--- src/rtl/button_event_scheduler.sv ---
// button_event_scheduler
//   Debounces N_BTN raw push-buttons and serialises their press events onto a
//   single valid/ready stream. A shared prescaler produces one sample tick every
//   TICK_DIV clocks. Each button has its own stable counter, and a round-robin
//   arbiter drains the per-button pending bits into a registered output slot.
//
//   Optional feature: define LONGPRESS_EN to add per-button hold counters that
//   raise a second (long-press) event after LONG_TICKS ticks held. When it is
//   undefined, evt_long is tied to 0.
//
// Ports
//   clk        in   system clock
//   rst        in   asynchronous reset, active-high
//   btn_in     in   raw asynchronous button levels (1 = pressed)
//   btn_state  out  debounced button levels
//   evt_valid  out  event available in the output slot
//   evt_ready  in   consumer accepts the event when evt_valid && evt_ready
//   evt_id     out  index of the button that produced the event
//   evt_long   out  1 = long-press event, 0 = press event
//   overrun    out  one-cycle pulse: press dropped because one was already pending
module button_event_scheduler #(
  parameter int N_BTN         = 4,
  parameter int TICK_DIV      = 1000,
  parameter int DEBOUNCE_WAIT = 8,
  parameter int LONG_TICKS    = 500,
  localparam int IW           = (N_BTN > 1) ? $clog2(N_BTN) : 1
) (
  input  logic             clk,
  input  logic             rst,
  input  logic [N_BTN-1:0] btn_in,
  output logic [N_BTN-1:0] btn_state,
  output logic             evt_valid,
  input  logic             evt_ready,
  output logic [IW-1:0]    evt_id,
  output logic             evt_long,
  output logic             overrun
);

  localparam int PW = $clog2(TICK_DIV);
  localparam int CW = $clog2(DEBOUNCE_WAIT + 1);

  logic [N_BTN-1:0] sync1_q, sync2_q;
  logic [PW-1:0]    presc_q;
  logic             tick;

  logic [CW-1:0]    cnt_q [N_BTN];
  logic [CW-1:0]    cnt_d [N_BTN];
  logic [N_BTN-1:0] state_q, state_d;
  logic [N_BTN-1:0] rise;

  logic [N_BTN-1:0] pend_q, pend_d, clr_press;
  logic [N_BTN-1:0] req;
  logic             found;
  logic [IW-1:0]    gnt, cand;

  logic             valid_q, valid_d;
  logic [IW-1:0]    id_q, id_d;
  logic [IW-1:0]    last_q, last_d;
  logic             overrun_q, overrun_d;

  // Synchroniser and sample-tick prescaler
  always_ff @(posedge clk or posedge rst) begin
    if (rst) begin
      sync1_q <= '0;
      sync2_q <= '0;
      presc_q <= '0;
    end else begin
      sync1_q <= btn_in;
      sync2_q <= sync1_q;
      presc_q <= tick ? '0 : presc_q + 1'b1;
    end
  end

  assign tick = (presc_q == PW'(TICK_DIV - 1));

  // Debounce: a level flips only after DEBOUNCE_WAIT consecutive disagreeing ticks
  always_comb begin
    state_d = state_q;
    rise    = '0;
    for (int i = 0; i < N_BTN; i++) begin
      cnt_d[i] = cnt_q[i];
      if (tick) begin
        if (sync2_q[i] != state_q[i]) begin
          if (cnt_q[i] == CW'(DEBOUNCE_WAIT - 1)) begin
            state_d[i] = ~state_q[i];
            cnt_d[i]   = '0;
            rise[i]    = ~state_q[i];
          end else begin
            cnt_d[i] = cnt_q[i] + 1'b1;
          end
        end else begin
          cnt_d[i] = '0;
        end
      end
    end
  end

`ifdef LONGPRESS_EN
  localparam int HW = $clog2(LONG_TICKS + 1);

  logic [HW-1:0]    hold_q [N_BTN];
  logic [HW-1:0]    hold_d [N_BTN];
  logic [N_BTN-1:0] long_rise;
  logic [N_BTN-1:0] pend_long_q, pend_long_d, clr_long;
  logic             long_q, long_d;

  // Hold counter saturates at LONG_TICKS, so the long event fires once per press
  always_comb begin
    long_rise = '0;
    for (int i = 0; i < N_BTN; i++) begin
      hold_d[i] = hold_q[i];
      if (!state_q[i]) begin
        hold_d[i] = '0;
      end else if (tick && (hold_q[i] != HW'(LONG_TICKS))) begin
        hold_d[i] = hold_q[i] + 1'b1;
        if (hold_q[i] == HW'(LONG_TICKS - 1)) long_rise[i] = 1'b1;
      end
    end
  end

  assign req         = pend_q | pend_long_q;
  assign pend_long_d = (pend_long_q & ~clr_long) | long_rise;

  always_ff @(posedge clk or posedge rst) begin
    if (rst) begin
      for (int i = 0; i < N_BTN; i++) hold_q[i] <= '0;
      pend_long_q <= '0;
      long_q      <= 1'b0;
    end else begin
      for (int i = 0; i < N_BTN; i++) hold_q[i] <= hold_d[i];
      pend_long_q <= pend_long_d;
      long_q      <= long_d;
    end
  end

  assign evt_long  = long_q;
  // A new set on a bit being granted this edge is a fresh event, not a drop
  assign overrun_d = |(rise & pend_q & ~clr_press) | |(long_rise & pend_long_q & ~clr_long);
`else
  // LONG_TICKS only matters with long-press support compiled in
  logic unused_long_cfg;
  assign unused_long_cfg = (LONG_TICKS > 0);

  assign req       = pend_q;
  assign evt_long  = 1'b0;
  assign overrun_d = |(rise & pend_q & ~clr_press);
`endif

  // Round-robin search starting just after the last granted button
  always_comb begin
    found = 1'b0;
    gnt   = '0;
    cand  = '0;
    for (int k = 1; k <= N_BTN; k++) begin
      cand = IW'((int'(last_q) + k) % N_BTN);
      if (!found && req[cand]) begin
        found = 1'b1;
        gnt   = cand;
      end
    end
  end

  // Output slot
  always_comb begin
    valid_d   = valid_q;
    id_d      = id_q;
    last_d    = last_q;
    clr_press = '0;
`ifdef LONGPRESS_EN
    long_d    = long_q;
    clr_long  = '0;
`endif
    if (!valid_q || evt_ready) begin
      if (found) begin
        valid_d = 1'b1;
        id_d    = gnt;
        last_d  = gnt;
`ifdef LONGPRESS_EN
        // Press event is served before the long event of the same button
        if (pend_q[gnt]) begin
          clr_press[gnt] = 1'b1;
          long_d         = 1'b0;
        end else begin
          clr_long[gnt]  = 1'b1;
          long_d         = 1'b1;
        end
`else
        clr_press[gnt] = 1'b1;
`endif
      end else begin
        valid_d = 1'b0;
      end
    end
  end

  assign pend_d = (pend_q & ~clr_press) | rise;

  always_ff @(posedge clk or posedge rst) begin
    if (rst) begin
      for (int i = 0; i < N_BTN; i++) cnt_q[i] <= '0;
      state_q   <= '0;
      pend_q    <= '0;
      valid_q   <= 1'b0;
      id_q      <= '0;
      last_q    <= IW'(N_BTN - 1);
      overrun_q <= 1'b0;
    end else begin
      for (int i = 0; i < N_BTN; i++) cnt_q[i] <= cnt_d[i];
      state_q   <= state_d;
      pend_q    <= pend_d;
      valid_q   <= valid_d;
      id_q      <= id_d;
      last_q    <= last_d;
      overrun_q <= overrun_d;
    end
  end

  assign btn_state = state_q;
  assign evt_valid = valid_q;
  assign evt_id    = id_q;
  assign overrun   = overrun_q;

endmodule
--- config.mk ---
export PLATFORM = sky130hd
export DESIGN_NAME = button_event_scheduler
export DESIGN_NICKNAME = d
export VERILOG_FILES = /design/src/rtl/button_event_scheduler.sv
export SDC_FILE = /design/constraint.sdc
export NUM_CORES = 1
export LEC_CHECK = 0
export CORE_MARGIN = 4
export CORE_UTILIZATION = 32
export CTS_BUF_LIST = sky130_fd_sc_hd__clkbuf_4
export DETAILED_ROUTE_END_ITERATION = 16
export PLACE_DENSITY_LB_ADDON = 0.2
export SETUP_SLACK_MARGIN = 0.4
export SYNTH_ARGS = -nofsm -noshare
export SYNTH_HDL_FRONTEND = slang
export SYNTH_SLANG_ARGS = --single-unit
--- constraint.sdc ---
create_clock -name clk -period 3.2 [get_ports clk]
set_clock_uncertainty 0.05 [all_clocks]
set_input_delay 0.32 -clock clk [delete_from_list [all_inputs] [get_ports clk]]
set_output_delay 0.32 -clock clk [all_outputs]
set_load 0.02 [all_outputs]
==> flow_metrics.tcl <==
set metrics [dict create \
    vias 1610 \
    h-tree-depth 2 \
    netlist_instances 224 \
    io_pins 16 \
    start_util_pct 33.2 \
    synth_area_leaders "dfrtp_1 51%, nand2_1 5.6%, nand3_1 4.0%, nor2_1 3.5%, xor2_1 3.1%" \
    drt-total-wl_mm 4.25 \
    vias_per_cell 4.75 \
    placed_cells 331 \
    reg2reg_from "presc_q[0]" \
    drive_above_1_share_pct 9.88 \
    grt_first_pass_wirelength_mm 7.62 \
    crit_type "flip-flop to flip-flop" \
    io_buffers 14 \
    grt_use_total_pct 11.1 \
    grt_pass1_vias 1597 \
    path_clk_slew_ns 0.14 \
    status "finished clean" \
    synthArstFlopShare_pct 100 \
    dr.pass1.iters 4 \
    clkSinkCount 48 \
    tightest_slew_ns 0.750 \
    antenna_found_initial 0 \
    yosys.area.top_type "dfrtp_1" \
    gp_congestion 0.778 \
    max_stage_delay_ns 0.42 \
    ff_latch_area_um2 1200 \
    p_per_area_nw_per_um2 516 \
    ys.flop_type "dfrtp_1" \
    synth_edf_count 0 \
    cts_buffer_depth 2 \
    p_leak_uw 0.00118 \
    critPathMaxFanout 18 \
    first_iter_violations 65 \
    period_share_pct 71.9 \
    cp-startpoint "presc_q[0]" \
    cts_setup_buffers 0 \
    cts_resized 0 \
    post-route-min-period_ns 2.30 \
    die_w_um 92.2 \
    synthesis.area_um2 2270 \
    rsz0062_at_grt "no" \
    peakVddDrop_v 0.000240 \
    crit_arrival_ns 2.49 \
    ys_types 41 \
    syn_nets 236 \
    slew_headroom_pct 49.5 \
    ys_ff_latch 48 \
    cp-end-kind "flip-flop" \
    post-route-drc-count 0 \
    cts_made_buffers 5 \
    endpoint "btn_state[2]" \
    ys_warn_count 0 \
    cts_tree "yes" \
    cp_num_buf_inv 0 \
    nNetsFinal 254 \
    detail_route.wl_per_cell_um 12.5 \
    insertion_delay_ns 0.35 \
    finalSetupTns_ns 0 \
    drv_cap 0 \
    hold_class "input pin to asynchronous set/reset pin" \
    worst-r2r-setup-slack_ns 0.90 \
    ant_nets 0 \
    hold_buffers 0 \
    crit_family "simple AND/OR/NAND/NOR gates" \
    area_growth_pct 14.4 \
    ys_seq_area_share_pct 53.0 \
    synth_top_area_share_pct 50.7 \
    cts-root-buf "clkbuf_4" \
    grt_max_degree 24 \
    multi_input_area_um2 1010 \
    dp_hpwl_mm 3.02 \
    die_h_um 92.2 \
    fmax_ghz 0.435 \
    setup_viol 0 \
    crit_chain "ha_1, nand2_1, nor3_1, nand2b_1, nor3_2, mux2_2" \
    critPathLaunchType "flip-flop" \
    avgSynthCellArea_um2 10.1 \
    worst_r2r_endpoint "btn_state[2]" \
    rr_worst_depth 6 \
    cpMaxStageDelayCell "dfrtp_1" \
    overflow 0 \
    fillers 697 \
    instances_no_fill 339 \
    finalHoldViolations 0 \
    design.die.area_um2 8500 \
    antennaDiodeCount 0 \
    path_depth 6 \
    maxSlewViolCount 0 \
    core-area_um2 6830 \
    required_ns 3.39 \
    num_rows 30 \
]
cell type report:
class,count,area share [%]
inverter,6,0.867
timing repair buffer,17,6.27
clock buffer,5,1.45
tap,96,4.63
multi-input combinational,164,39.0
sequential,48,46.4
clock inverter,3,1.45
worst min path at each step:
stage               startpoint          to  slack (ns)
floorplan           sync1_q[0]  sync2_q[0]        0.28
global route               rst  sync2_q[3]        0.26
detailed placement  sync1_q[3]  sync2_q[3]        0.28
CTS                        rst  presc_q[7]        0.24
global placement    sync1_q[2]  sync2_q[2]        0.28
finish                     rst   evt_valid        0.23
flip-flops by register name, indices dropped and copies added, names as in the netlist:
| signal | count |
|---|---|
| sync1_q | 4 |
| presc_q | 10 |
| cnt_q | 16 |
| sync2_q | 4 |
| pend_q | 4 |
| overrun | 1 |
| btn_state | 4 |
| evt_valid | 1 |
| last_q | 2 |
| evt_id | 2 |
metrics by stage:
| step | util [%] | hold WS (ns) | area, um2 | total power [uW] | setup WS [ns] |
|---|---|---|---|---|---|
| after global routing | 38.0 | 0.258 | 2600 | 1420 | 0.594 |
| after CTS | 38.0 | 0.239 | 2600 | 1360 | 0.870 |
| final | 38.0 | 0.234 | 2600 | 1340 | 0.900 |
| after detailed placement | 36.9 | 0.285 | 2520 | 1000 | 0.925 |
| after global placement | 36.9 | 0.283 | 2520 | 999 | 1.01 |
| after floorplan | - | 0.281 | 2270 | 909 | 1.37 |
layer usage:
metal  track usage (%)  share of wire [%]
met1              15.5                 52
met2              17.0                 44
met3              2.30                2.7
met4              3.71                1.2
met5                 0                  0
worst register-to-register path: stages (launching register included):
cell	delay, ns
dfrtp_1	0.42
ha_1	0.22
nand2_1	0.12
nor3_1	0.21
nand2b_1	0.42
nor3_2	0.38
mux2_2	0.37
where the power goes:
| part | switching [uW] | internal [uW] | total [uW] | leakage (uW) |
|---|---|---|---|---|
| Clock | 187 | 160 | 347 | 0.0000403 |
| Sequential | 49.0 | 663 | 712 | 0.000625 |
| Combinational | 155 | 125 | 280 | 0.000511 |
cells by family after synthesis:
| kind of cell | count (synthesis) | share of synthesized area (%) |
|---|---|---|
| DFF | 48 | 53.0 |
| buffers and inverters | 12 | 2.37 |
| xor gates and xnor gates | 12 | 4.63 |
| adders and majority gates | 5 | 2.76 |
| muxes | 5 | 2.43 |
| other | 1 | 0.165 |
| AOI/OAI and AO/OA | 37 | 11.7 |
| and+or+nand+nor | 104 | 22.9 |
cells in the final DEF (no fill, tap or decap), types with 2 or more instances in the layout:
cell type / netlist / final
nand3_1: 18 / 18
dfrtp_1: 46 / 46
o21ai_0: 13 / 13
mux2_2: 4 / 4
ha_1: 5 / 5
clkinv_1: 0 / 2
a21oi_1: 2 / 2
clkdlybuf4s50_1: 0 / 14
clkbuf_4: 0 / 5
dfstp_2: 2 / 2
and2_1: 4 / 4
nand2_1: 34 / 34
o41ai_2: 2 / 2
nand4_1: 2 / 2
buf_4: 2 / 3
nor3_2: 2 / 2
nor2_1: 21 / 21
a21o_1: 6 / 6
xnor2_1: 4 / 4
a22o_1: 2 / 2
nand2b_1: 7 / 7
nor2b_1: 6 / 6
inv_1: 6 / 5
xor2_1: 8 / 8
o31ai_1: 4 / 4
nor4_1: 4 / 4
cells in the mapped netlist, types with 5 or more instances:
library cell / number
xor2_1: 8
nand2_1: 34
ha_1: 5
nor2b_1: 6
o21ai_0: 13
nand2b_1: 7
nor2_1: 21
a21o_1: 6
nand3_1: 18
dfrtp_1: 46
inv_1: 6
No activity file was read; power rests on OpenSTA's default activity.
